**src/rtl/abs_pkg.sv**
```systemverilog
// Shared types and constants for the abs_arb scheduler and its cal_abs magnitude pipeline.
package abs_pkg;

    localparam int unsigned AbsDefDw  = 8;
    localparam int unsigned AbsDefLat = 4;

    typedef enum logic {
        StIdle  = 1'b0,
        StGrant = 1'b1
    } arb_state_e;

    // Channel index width; never zero so a single-bit tag exists even for tiny configs.
    function automatic int unsigned chw(input int unsigned n);
        return (n > 1) ? $clog2(n) : 1;
    endfunction

endpackage

```
**src/rtl/abs_tag_pipe.sv**
```systemverilog
// Tracks {valid, channel} tags alongside cal_abs and labels each returned magnitude.
module abs_tag_pipe import abs_pkg::*; #(
    parameter int unsigned CHW     = 2,
    parameter int unsigned DW      = AbsDefDw,
    parameter int unsigned ABS_LAT = AbsDefLat
) (
    input  logic           clk,
    input  logic           rst,
    input  logic           tag_val_i,
    input  logic [CHW-1:0] tag_ch_i,
    input  logic           abs_val_i,
    input  logic [DW-1:0]  abs_i,
    output logic           res_val_o,
    output logic [DW-1:0]  res_abs_o,
    output logic [CHW-1:0] res_ch_o,
    output logic           err_o,
    output logic           busy_o
);

    logic [ABS_LAT-1:0] vld_q;
    logic [CHW-1:0]     ch_q [ABS_LAT];
    logic               res_val_q;
    logic [DW-1:0]      res_abs_q;
    logic [CHW-1:0]     res_ch_q;
    logic               err_q;
    logic               out_vld;
    logic [CHW-1:0]     out_ch;

    assign out_vld = vld_q[ABS_LAT-1];
    assign out_ch  = ch_q[ABS_LAT-1];

    always_ff @(posedge clk or posedge rst) begin
        if (rst) begin
            vld_q <= '0;
            for (int i = 0; i < ABS_LAT; i++) begin
                ch_q[i] <= '0;
            end
        end else begin
            vld_q[0] <= tag_val_i;
            ch_q[0]  <= tag_ch_i;
            for (int i = 1; i < ABS_LAT; i++) begin
                vld_q[i] <= vld_q[i-1];
                ch_q[i]  <= ch_q[i-1];
            end
        end
    end

    // An untagged abs_val_i (stale cal_abs contents) is dropped without flagging.
    always_ff @(posedge clk or posedge rst) begin
        if (rst) begin
            res_val_q <= 1'b0;
            res_abs_q <= '0;
            res_ch_q  <= '0;
            err_q     <= 1'b0;
        end else begin
            res_val_q <= out_vld & abs_val_i;
            if (out_vld && abs_val_i) begin
                res_abs_q <= abs_i;
                res_ch_q  <= out_ch;
            end
            if (out_vld && !abs_val_i) begin
                err_q <= 1'b1;
            end
        end
    end

    assign res_val_o = res_val_q;
    assign res_abs_o = res_abs_q;
    assign res_ch_o  = res_ch_q;
    assign err_o     = err_q;
    assign busy_o    = |vld_q;

endmodule

```
**src/rtl/abs_arb.sv**
```systemverilog
// Round-robin burst scheduler sharing one cal_abs pipeline among NUM_CH requesters.
// Define ABS_ARB_STATS_EN to build per-channel delivered-result counters.
module abs_arb import abs_pkg::*; #(
    parameter int unsigned NUM_CH    = 4,
    parameter int unsigned DW        = AbsDefDw,
    parameter int unsigned ABS_LAT   = AbsDefLat,
    parameter int unsigned BURST_LEN = 16
) (
    input  logic                     clk,
    input  logic                     rst,
    input  logic [NUM_CH-1:0]        req_val_i,
    input  logic [NUM_CH*DW-1:0]     req_real_i,
    input  logic [NUM_CH*DW-1:0]     req_imag_i,
    output logic [NUM_CH-1:0]        req_rdy_o,
    output logic                     abs_val_o,
    output logic [DW-1:0]            abs_real_o,
    output logic [DW-1:0]            abs_imag_o,
    input  logic                     abs_val_i,
    input  logic [DW-1:0]            abs_i,
    output logic                     res_val_o,
    output logic [DW-1:0]            res_abs_o,
    output logic [chw(NUM_CH)-1:0]   res_ch_o,
    output logic                     busy_o,
    output logic                     err_o,
    input  logic [chw(NUM_CH)-1:0]   stat_sel_i,
    output logic [15:0]              stat_cnt_o
);

    localparam int unsigned CHW = chw(NUM_CH);
    localparam int unsigned BCW = $clog2(BURST_LEN + 1);

    arb_state_e     state_q;
    logic [CHW-1:0] gnt_ch_q;
    logic [CHW-1:0] rr_ptr_q;
    logic [CHW-1:0] iss_ch_q;
    logic [BCW-1:0] burst_cnt_q;
    logic           abs_val_q;
    logic [DW-1:0]  abs_real_q;
    logic [DW-1:0]  abs_imag_q;

    logic           found;
    logic [CHW-1:0] pick_ch;
    logic [CHW-1:0] next_ptr;
    logic           gnt_val;
    logic           tag_busy;

    // First requester at or after rr_ptr, wrapping modulo NUM_CH.
    always_comb begin
        int unsigned idx;
        found   = 1'b0;
        pick_ch = '0;
        idx     = 0;
        for (int unsigned i = 0; i < NUM_CH; i++) begin
            idx = 32'(rr_ptr_q) + i;
            if (idx >= NUM_CH) begin
                idx = idx - NUM_CH;
            end
            if (!found && req_val_i[idx]) begin
                found   = 1'b1;
                pick_ch = CHW'(idx);
            end
        end
    end

    assign next_ptr  = (32'(gnt_ch_q) == NUM_CH - 1) ? '0 : gnt_ch_q + CHW'(1);
    assign gnt_val   = req_val_i[gnt_ch_q];
    assign req_rdy_o = (state_q == StGrant) ? (NUM_CH'(1) << gnt_ch_q) : '0;

    always_ff @(posedge clk or posedge rst) begin
        if (rst) begin
            state_q     <= StIdle;
            gnt_ch_q    <= '0;
            rr_ptr_q    <= '0;
            iss_ch_q    <= '0;
            burst_cnt_q <= '0;
            abs_val_q   <= 1'b0;
            abs_real_q  <= '0;
            abs_imag_q  <= '0;
        end else begin
            abs_val_q <= 1'b0;
            unique case (state_q)
                StIdle: begin
                    if (found) begin
                        gnt_ch_q <= pick_ch;
                        state_q  <= StGrant;
                    end
                end
                StGrant: begin
                    if (!gnt_val) begin
                        // Requester dropped valid: release without a transfer.
                        rr_ptr_q    <= next_ptr;
                        burst_cnt_q <= '0;
                        state_q     <= StIdle;
                    end else begin
                        abs_val_q  <= 1'b1;
                        abs_real_q <= req_real_i[32'(gnt_ch_q)*DW +: DW];
                        abs_imag_q <= req_imag_i[32'(gnt_ch_q)*DW +: DW];
                        iss_ch_q   <= gnt_ch_q;
                        if (burst_cnt_q == BCW'(BURST_LEN - 1)) begin
                            rr_ptr_q    <= next_ptr;
                            burst_cnt_q <= '0;
                            state_q     <= StIdle;
                        end else begin
                            burst_cnt_q <= burst_cnt_q + BCW'(1);
                        end
                    end
                end
                default: state_q <= StIdle;
            endcase
        end
    end

    assign abs_val_o  = abs_val_q;
    assign abs_real_o = abs_real_q;
    assign abs_imag_o = abs_imag_q;

    // Fed from the issue register so the last stage lines up with cal_abs val_o.
    abs_tag_pipe #(
        .CHW     (CHW),
        .DW      (DW),
        .ABS_LAT (ABS_LAT)
    ) u_tag_pipe (
        .clk       (clk),
        .rst       (rst),
        .tag_val_i (abs_val_q),
        .tag_ch_i  (iss_ch_q),
        .abs_val_i (abs_val_i),
        .abs_i     (abs_i),
        .res_val_o (res_val_o),
        .res_abs_o (res_abs_o),
        .res_ch_o  (res_ch_o),
        .err_o     (err_o),
        .busy_o    (tag_busy)
    );

    assign busy_o = (state_q == StGrant) | abs_val_q | tag_busy;

`ifdef ABS_ARB_STATS_EN
    logic [15:0] stat_q [NUM_CH];

    always_ff @(posedge clk or posedge rst) begin
        if (rst) begin
            for (int i = 0; i < NUM_CH; i++) begin
                stat_q[i] <= '0;
            end
        end else if (res_val_o) begin
            stat_q[res_ch_o] <= stat_q[res_ch_o] + 16'd1;
        end
    end

    assign stat_cnt_o = (32'(stat_sel_i) < NUM_CH) ? stat_q[stat_sel_i] : '0;
`else
    logic unused_stat_sel;
    assign unused_stat_sel = ^stat_sel_i;
    assign stat_cnt_o      = '0;
`endif

endmodule

```
**config.mk**
```make
export PLATFORM = sky130hd
export DESIGN_NAME = abs_arb
export DESIGN_NICKNAME = d
export VERILOG_FILES = /design/src/rtl/abs_pkg.sv /design/src/rtl/abs_tag_pipe.sv /design/src/rtl/abs_arb.sv
export SDC_FILE = /design/constraint.sdc
export NUM_CORES = 1
export LEC_CHECK = 0
export CORE_MARGIN = 2
export CORE_UTILIZATION = 55
export CTS_CLUSTER_SIZE = 30
export DETAILED_ROUTE_END_ITERATION = 12
export DONT_BUFFER_PORTS = 1
export PLACE_DENSITY = 0.8
export SLEW_MARGIN = 10
export SYNTH_ARGS = -nofsm -noshare
export SYNTH_HDL_FRONTEND = slang
export SYNTH_SLANG_ARGS = --single-unit
```
**constraint.sdc**
```tcl
create_clock -name clk -period 1.6 [get_ports clk]
set_input_delay 0.32 -clock clk [delete_from_list [all_inputs] [get_ports clk]]
set_output_delay 0.32 -clock clk [all_outputs]
set_load 0.01 [all_outputs]
```
=== After elaboration in Yosys (flattened, before gate mapping) ===
Cells that the tools add are included.

* Output and inout port bits: 50
* Flip-flop bits (word level): 53
* Input port bits: 81
* Logic and storage cells: 92

* Shift operators: 3
* Reductions and logical operators: 13
* Bitwise operators: 4
* Multiplexer cells: 34
* Equal/unequal tests: 3
* $lt $le $gt $ge: 9
* Add/sub/neg operators: 9

{| class="wikitable"
|+ Operators with widths
! operator !! count
|-
| 32-bit by 3-bit less-than comparator with 1-bit output, second input constant || 4
|-
| 32-bit two-way mux || 4
|-
| 32-bit by 6-bit variable part select with 8-bit output || 2
|-
| 1-bit two-way mux || 14
|-
| 2-bit two-way mux || 7
|-
| 3-bit by 3-bit subtractor with 4-bit output, second input constant || 3
|-
| 1-bit binary-select mux with 2-bit select || 5
|-
| 5-bit two-way mux || 2
|-
| 3-bit >= comparator, second input constant || 3
|-
| 2-bit by 2-bit adder with 3-bit output, second input constant || 2
|-
| 2-bit AND reduction || 3
|-
| 5-bit by 1-bit adder with 5-bit output, second input constant || 1
|-
| 5-bit by 4-bit == test with 1-bit output, second input constant || 1
|-
| 1-bit logical AND || 5
|-
| 1-bit logical NOT || 4
|-
| 4-bit two-way mux || 1
|-
| 4-bit OR reduction || 1
|-
| 1-bit by 2-bit left shift with 4-bit output, first input constant || 1
|-
| 2-bit by 3-bit subtractor with 4-bit output, second input constant || 1
|-
| 2-bit by 1-bit adder with 3-bit output, second input constant || 1
|-
| 2-bit by 3-bit >= comparator with 1-bit output, second input constant || 1
|-
| 2-bit by 3-bit less-than comparator with 1-bit output, second input constant || 1
|-
| 2-bit by 1-bit adder with 2-bit output, second input constant || 1
|-
| 2-bit == test, second input constant || 1
|-
| other kinds (5) || 6
|}

=== Depth between registers and ports, before layout ===
Gate-level depths: netlist (run 1).

* Depth after elaboration: 16
* Depth in mapped cells: 5
* Mapped depth without buffers: 4

=== Modules after synthesis ===
A second synthesis (run 1) with hierarchy kept.

* Cell total of the unflattened synthesis: 189
* Area total of the unflattened synthesis: 2736.4 µm²

{| class="wikitable"
|+ Modules (own cells, without submodules)
! module !! times used !! sequential area each (µm²) !! area an instance (µm²) !! cells each
|-
| abs_arb || 1 || 725.7 || 1944.4 || 148
|-
| abs_tag_pipe || 1 || 600.6 || 792.0 || 41
|}

=== Worst setup path after synthesis (run 1) ===
OpenSTA, ideal clock, no wires.

* Kind: flip-flop to flip-flop
* Start point: reg gnt_ch_q[0]
* End point: reg rr_ptr_q[0]
* Stages on the path, launching flop included: 5
* Path buffers: 1
* Data required time: 1.475 ns
* Clock period less this slack: 1.671 ns
* Setup slack: -0.071 ns
* Data arrival time: 1.546 ns
* Library setup time: 0.125 ns
* Path through: dfrtp_1 -> buf_6 -> mux4_2 -> a21oi_4 -> mux2_4

* Cells in the longest elaborated chain, start to end: 4
* Elaborated cells between the ends (all ways): 9
* Those cells by class: 1 x add/sub; 2 x eq/ne; 5 x mux; 1 x reduce/logical

{| class="wikitable"
|+ RTL lines
! item !! RTL line !! RTL
|-
| from (decl) || abs_arb.sv:33 || <nowiki>logic [CHW-1:0] gnt_ch_q;</nowiki>
|-
| from (signal assigned) || abs_arb.sv:84 || <nowiki>gnt_ch_q <= pick_ch;</nowiki>
|-
| 2-bit by 1-bit adder with 2-bit output, or another cell as far along || abs_arb.sv:65 || <nowiki>assign next_ptr = (32'(gnt_ch_q) == NUM_CH - 1) ? '0 : gnt_ch_q + CHW'(1);</nowiki>
|-
| 2-bit two-way mux / 1-bit two-way mux (equally long branches) || abs_arb.sv:65, abs_arb.sv:66 ||
|-
| 2-bit two-way mux / 2-bit by 1-bit != test with 1-bit output (equally long branches) || n/a ||
|-
| 2-bit two-way mux / 2-bit AND reduction (equally long branches) || n/a ||
|-
| to (signal assigned) || abs_arb.sv:91 || <nowiki>rr_ptr_q <= next_ptr;</nowiki>
|-
| to (signal assigned) || abs_arb.sv:100 || <nowiki>rr_ptr_q <= next_ptr;</nowiki>
|-
| to (decl) || abs_arb.sv:34 || <nowiki>logic [CHW-1:0] rr_ptr_q;</nowiki>
|}

Several ways; a longest one is shown, not always the timed one. The select of a mux whose other input is x is not followed.
A chain may end at the register's enable or synchronous reset.

=== Worst setup path in the final report (run 1) ===
Ends and elaborated chain as after synthesis.

==> metrics.md, run 1 <==
| Metric | Value |
|---|---|
| Final instance area | `3099 µm²` |
| Die H | `73.91 µm` |
| Initial antenna violation count | `0` |
| Worst EP required | `1.79 ns` |
| Critical Path AT | `1.88 ns` |
| Port Buffer Count | `0` |
| Yosys warning count | `0` |
| Pwr Total | `0.006452 W` |
| Core Footprint | `4723 µm²` |
| Clock transition at path regs | `0.09 ns` |
| Post-route DRC violation count | `0` |
| Cells after Synth | `187` |
| Total inserted antenna cells | `0` |
| Worst vdd ir | `0.8272 mV` |
| Max Buffers Root-to-Sink | `2` |
| Critical Path Start Type | `flip-flop` |
| Synth Register Bits | `53` |
| Top FF cell, synth | `dfrtp_1` |
| Sequential fraction of the synthesis area | `49.35%` |
| Die width | `73.91 µm` |
| Initial DRC Count | `100` |
| TritonCTS clock tree | `done` |
| Yosys top cell by area | `dfrtp_1` |
| Nets | `298` |
| Failing checks | `negative setup slack` |
| Final setup TNS | `-1.512 ns` |
| Max transition margin | `64.76%` |
| Final Wtd Congestion | `0.7148` |
| Final setup fails | `21` |
| Num CTS Buffers | `5` |
| Post-layout min period | `1.693 ns` |
| Clock Skew | `0.005189 ns` |
| Routed Antenna Nets | `0` |
| CTS Root Cell | `clkbuf_8` |
| Fmax | `0.5908 GHz` |
| Synth area leaders | `dfrtp_1 (49%), mux4_2 (13%), mux2_2 (8.0%)` |
| Wire per inst | `20.20 µm` |
| Reg power frac | `39.7%` |
| Crit Path Max Fanout | `4` |
| Power share of the combinational group | `46.4%` |
| Maxcap violations | `0` |
| Worst hold path type | `input pin to flip-flop` |
| Switch share | `33.68%` |
| Overall Global Routing Usage | `20.96%` |
| Num Clock Sinks | `53` |
| Least-Margin Pin Slew | `0.5275 ns` |
| RSZ-0062 raised after global routing | `yes` |
| Die area | `5462 µm²` |
| Yosys cell types | `36` |
| Starting Density | `56.90%` |
| Via count | `1587` |
| Skew-Pair Late Insertion Delay | `0.30 ns` |
| Detailed-placement wirelength estimate | `4171 µm` |
| Mapped Area | `2688 µm²` |
| Worst setup EP type | `flip-flop` |
| Total Wirelength | `5657 µm` |
| Pre-Repair DR Iteration Count | `4` |
| Vias in the first global route | `1641` |
| Cell Int Power | `0.004279 W` |
| Endpoints failing hold | `0` |
| Synth Area per Inst | `14.37 µm²` |
| P_leak | `1.359 nW` |
| Global-route wire length before repair | `8549 µm` |
| Fin. max-slew vios | `0` |
| Clk pwr share | `13.9%` |
| DP Area | `2759 µm²` |
| Setup WS post-layout | `-0.09266 ns` |
| Period Utilization, post-route | `105.8%` |
| Pwr dens | `2082 nW/µm²` |
| Area Overhead vs Synth | `15.32%` |
| Post-synth EDFFs | `0` |
| Synth top area share | `49.35%` |
| I/O pins | `131` |
| WS Path Type | `flip-flop to flip-flop` |
| Net Switching | `0.002173 W` |
| Fraction of layout instances using a drive strength above 1 | `44.13%` |
| H-tree depth reported by CTS | `2` |
| FP Rows | `25` |
| Post-synth ARST share | `100.0%` |
| Outcome | `finished with violations` |
| Vias per cell | `5.668` |
| Largest net degree at the start of global routing | `32` |
| Gr ovfl total | `0` |
## cell usage after synthesis (all sizes together) (2+ instances only)
cell type	count
nor4	2
inv	8
dfrtp	53
ha	5
nor2b	4
nand2b	2
a21oi	4
nor2	6
mux2	30
buf	22
clkbuf	2
nand4	2
and2	4
o21ai	3
nand2	7
xor2	2
o2bb2ai	2
mux4	17
## metal layers
layer,vias up,routed length [µm],global-route usage (%)
li1,686,-,-
met1,814,2174,26.21
met2,78,2920,35.91
met3,9,468,6.173
met4,0,94,5.253
met5,-,0,0
## final cells by class
type / count / area [µm²]
Multi-Input combinational cell: 117 / 1252
Clock buffer: 6 / 72.57
Sequential cell: 53 / 1328
Timing Repair Buffer: 27 / 290.3
Fill cell: 316 / 1624
Tap cell: 67 / 83.83
Inverter: 8 / 33.78
Clock inverter: 2 / 38.79
## stage by stage
| stage | instances | hold WS [ns] | setup WS, ns | utilization (%) |
|---|---|---|---|---|
| floorplan | 202 | 0.3312 | -0.04818 | - |
| global placement | 255 | 0.2447 | -0.009584 | 58.41 |
| detailed placement | 255 | 0.2608 | -0.04630 | 58.41 |
| CTS | 275 | 0.1569 | -0.1003 | 64.82 |
| global route | 280 | 0.1506 | -0.1416 | 65.62 |
| finish | 280 | 0.1621 | -0.09266 | 65.62 |
## cells by family (layout without fill, tap and decap cells)
logic type	Yosys count	in the layout	share of synthesized area, %
other cells	1	16	0.1395
fa+ha+maj	5	5	2.328
simple gates	31	31	6.098
buf+inv	32	43	7.542
xor+xnor	2	2	0.6519
mux	48	48	29.00
flops	53	53	49.35
compound gates	15	15	4.889
## power groups by stage
stage	logic, W	clock network, W	registers (W)
global placement	0.00230	0	0.00257
global route	0.00322	0.000961	0.00266
finish	0.00299	0.000894	0.00256
floorplan	0.00202	0	0.00245
CTS	0.00292	0.000909	0.00257
detailed placement	0.00240	0	0.00260
## worst paths after layout
path | startpoint | end | slack, ns | depth (start not counted)
min reg2reg | u_tag_pipe.ch_q[6] | u_tag_pipe.ch_q[4] | 0.35 | 0
min in group asynchronous | rst | u_tag_pipe.out_ch[0] | 0.53 | 2
max | gnt_ch_q[0] | rr_ptr_q[0] | -0.09 | 4
max in group asynchronous | rst | u_tag_pipe.ch_q[5] | 0.56 | 3
max reg2reg | gnt_ch_q[0] | rr_ptr_q[0] | -0.09 | 4
min | abs_i[3] | u_tag_pipe.res_abs_o[3] | 0.16 | 1
## worst max-delay path: stages, from the launching register on
cell and delay [ns]:
dfrtp_1 0.39, buf_6 0.12, mux4_2 0.55, a21oi_4 0.21, mux2_4 0.32
## sequential cells by signal, summed over array words and instances, names as in the netlist
| register | cells |
|---|---|
| abs_real_o | 8 |
| u_tag_pipe.out_ch | 2 |
| u_tag_pipe.res_ch_o | 2 |
| u_tag_pipe.err_o | 1 |
| abs_val_o | 1 |
| u_tag_pipe.vld_q | 4 |
| burst_cnt_q | 5 |
| state_q | 1 |
| rr_ptr_q | 2 |
| u_tag_pipe.res_abs_o | 8 |
| u_tag_pipe.ch_q | 6 |
| iss_ch_q | 2 |
| gnt_ch_q | 2 |
| u_tag_pipe.res_val_o | 1 |
| abs_imag_o | 8 |
## placed cells by master, fill, tap and decap left out, types with 2 or more instances in the layout
cell,instances
ha_4,2
conb_1,16
xor2_1,2
nor2_1,5
nand4_1,2
mux2_4,11
clkbuf_8,5
nor2b_1,4
buf_12,3
nand2b_1,2
dfrtp_1,52
a21oi_1,3
nor4_1,2
inv_1,5
mux2_2,19
nand2_1,7
buf_6,8
buf_4,14
ha_1,3
mux4_2,16
inv_2,2
o21ai_0,3
and2_4,4
## timing repair
item                       in CTS  in global routing
pin swaps                       3                  2
setup endpoints to repair      14                 28
hold endpoints to repair       22                  0
hold buffers                    1                  0
gates cloned                    1                  0
buffers inserted               10                  6
gates resized for setup        25                  3
Note: power is estimated with default switching activity, not from simulation.
==> run 2: changes to the inputs <==
--- a/config.mk
+++ b/config.mk
@@ -11,6 +11,7 @@
 export DETAILED_ROUTE_END_ITERATION = 12
 export DONT_BUFFER_PORTS = 1
 export PLACE_DENSITY = 0.8
+export RECOVER_POWER = 100
 export SLEW_MARGIN = 10
 export SYNTH_ARGS = -nofsm -noshare
 export SYNTH_HDL_FRONTEND = slang
==> run 2 against run 1 <==
Against the previous run: the run still ends with negative setup slack left; cell count stayed put; non-clock buffer count did not move; register-to-register slack is essentially flat; clock-buffer cell count unchanged; routed wire length up 0.16%; global-route usage unchanged; combinational power about the same; first-iteration DRC count shrank 4.0%; total power barely moved; critical path depth unchanged; critical path type unchanged; critical endpoint unchanged; largest cell class unchanged.
==> metrics.md, run 2 (same netlist as run 1, synthesis figures left out) <==
| Metric | Value |
|---|---|
| Outcome | `finished with violations` |
| Failing checks | `negative setup slack` |
| Crit Path Max Fanout | `4 (unchanged)` |
| Fraction of layout instances using a drive strength above 1 | `44.13% (unchanged)` |
| Worst hold path type | `input pin to flip-flop` |
| FP Rows | `25 (unchanged)` |
| Routed Antenna Nets | `0 (unchanged)` |
| Total inserted antenna cells | `0 (unchanged)` |
| Post-route DRC violation count | `0 (unchanged)` |
| Gr ovfl total | `0 (unchanged)` |
| Clock Skew | `0.003847 ns (-0.001342 ns)` |
| Fin. max-slew vios | `0 (unchanged)` |
| Nets | `298 (unchanged)` |
| Period Utilization, post-route | `105.8% (about the same)` |
| Worst vdd ir | `0.8272 mV (about the same)` |
| Pwr Total | `0.006451 W (about the same)` |
| Post-layout min period | `1.692 ns (-0.0001673 ns)` |
| Worst path cell trace | `buf_6 > mux4_2 > a21oi_4 > mux2_4` |
| Die H | `73.91 µm (unchanged)` |
| Max transition margin | `66.69% (+1.9 points)` |
| Worst EP required | `1.79 ns (about the same)` |
| Overall Global Routing Usage | `20.96% (unchanged)` |
| Top delay family on crit path | `multiplexers` |
| Initial DRC Count | `96 (-4.0%)` |
| Commonest non-fill, non-tap cells in the layout | `dfrtp_1 (52), mux2_2 (19), mux4_2 (16), conb_1 (16), buf_4 (14)` |
| P_leak | `1.354 nW (-0.35%)` |
| Global-route wire length before repair | `8549 µm (unchanged)` |
| Num CTS Buffers | `5 (unchanged)` |
| Total Wirelength | `5666 µm (+0.16%)` |
| Critical Path Start Type | `flip-flop` |
| Final Core Density | `65.35% (-0.26 points)` |
| Port Buffer Count | `0 (unchanged)` |
| Largest net degree at the start of global routing | `32 (unchanged)` |
| RSZ-0062 raised after global routing | `yes` |
| Vias per cell | `5.654 (-0.25%)` |
| Fillcell total | `317 (+0.32%)` |
| Slowest CP cell | `mux4_2` |
| CTS Root Cell | `clkbuf_8` |
| Commonest non-fill, non-tap cell in the layout | `dfrtp_1` |
| Max Buffers Root-to-Sink | `2 (unchanged)` |
| H-tree depth reported by CTS | `2 (unchanged)` |
| Die area | `5462 µm² (unchanged)` |
| Least-Margin Pin Slew | `0.4985 ns (-0.02892 ns)` |
| Crit path buf inv count | `1 (unchanged)` |
| CP peak stage delay | `0.55 ns (about the same)` |
| Register area | `1328 µm² (unchanged)` |
| Critical Path AT | `1.88 ns (about the same)` |
| I/O pins | `131 (unchanged)` |
| Starting Density | `56.90% (unchanged)` |
| Vias in the first global route | `1641 (unchanged)` |
| Clock transition at path regs | `0.09 ns (about the same)` |
| Detailed-placement wirelength estimate | `4171 µm (unchanged)` |
| Final setup fails | `21 (unchanged)` |
| Maxcap violations | `0 (unchanged)` |
| Pwr dens | `2090 nW/µm² (+0.40%)` |
| Core Footprint | `4723 µm² (unchanged)` |
| Setup WS post-layout | `-0.09249 ns (+0.0001673 ns)` |
| Multi-input logic area | `1252 µm² (unchanged)` |
| Final Wtd Congestion | `0.7148 (unchanged)` |
| Wire per inst | `20.24 µm (+0.16%)` |
| Worst setup EP type | `flip-flop` |
| Fmax | `0.5908 GHz (about the same)` |
| Num Clock Sinks | `53 (unchanged)` |
| Pre-Repair DR Iteration Count | `4 (unchanged)` |
| Die width | `73.91 µm (unchanged)` |
| TritonCTS clock tree | `done` |
| Initial antenna violation count | `0 (unchanged)` |
| Endpoints failing hold | `0 (unchanged)` |
| Via count | `1583 (-0.25%)` |
| WS Path Type | `flip-flop to flip-flop` |
| Skew-Pair Late Insertion Delay | `0.30 ns (about the same)` |
| Area Overhead vs Synth | `14.85%` |
run 2: final timing paths:
kind / slack (ns) / to / depth (start not counted) / startpoint
setup / recovery: -0.09 / rr_ptr_q[0] / 4 / gnt_ch_q[0]
hold / removal: 0.16 / u_tag_pipe.res_abs_o[3] / 1 / abs_i[3]
setup reg to reg: -0.09 / rr_ptr_q[0] / 4 / gnt_ch_q[0]
hold reg to reg: 0.35 / u_tag_pipe.ch_q[4] / 0 / u_tag_pipe.ch_q[6]
max in group asynchronous: 0.27 / u_tag_pipe.ch_q[5] / 3 / rst
min in group asynchronous: 0.52 / u_tag_pipe.out_ch[0] / 2 / rst
run 2: cell type report:
| cell class | count | area share [%] |
|---|---|---|
| repair buffers | 27 | 8.999 |
| clock buffers | 6 | 2.351 |
| multi-input cells | 117 | 40.58 |
| flip-flops and latches | 53 | 43.01 |
| well taps | 67 | 2.716 |
| inverters | 8 | 1.094 |
| clock inverters | 2 | 1.257 |
run 2: what timing repair did:
item                                   4_1_cts  5_1_grt
endpoints found under the hold margin       22        0
resized for setup                           25        3
gates cloned                                 1        0
pin swaps                                    3        2
buffers inserted                            10        6
setup endpoints to repair                   14       28
hold buffers                                 1        0
run 2: metrics by stage:
stage / TNS (ns) / std cells / cell area, µm² / hold WS, ns / setup WS [ns]
final: -1.494 / 280 / 3087 / 0.1619 / -0.09249
after global routing: -2.439 / 280 / 3087 / 0.1506 / -0.1416
after CTS: -1.655 / 275 / 3062 / 0.1569 / -0.1003
after detailed placement: -0.2265 / 255 / 2759 / 0.2608 / -0.04630
after global placement: -0.02173 / 255 / 2759 / 0.2447 / -0.009584
after floorplan: -0.09636 / 202 / 2750 / 0.3312 / -0.04818
run 2: metal layers:
metal  global-route usage [%]  vias up  routed length (µm)
met1                    26.21      808                2193
met2                    35.91       78                2908
met4                    5.253        0                  94
met3                    6.173        9                 470
li1                         -      688                   -
met5                        0        -                   0
run 2: power by group:
part	total, W	internal, W	switching, W
Clock	0.000897	0.000470	0.000427
Combinational	0.00299	0.00184	0.00115
Sequential	0.00256	0.00197	0.000595
Total	0.00645	0.00428	0.00218
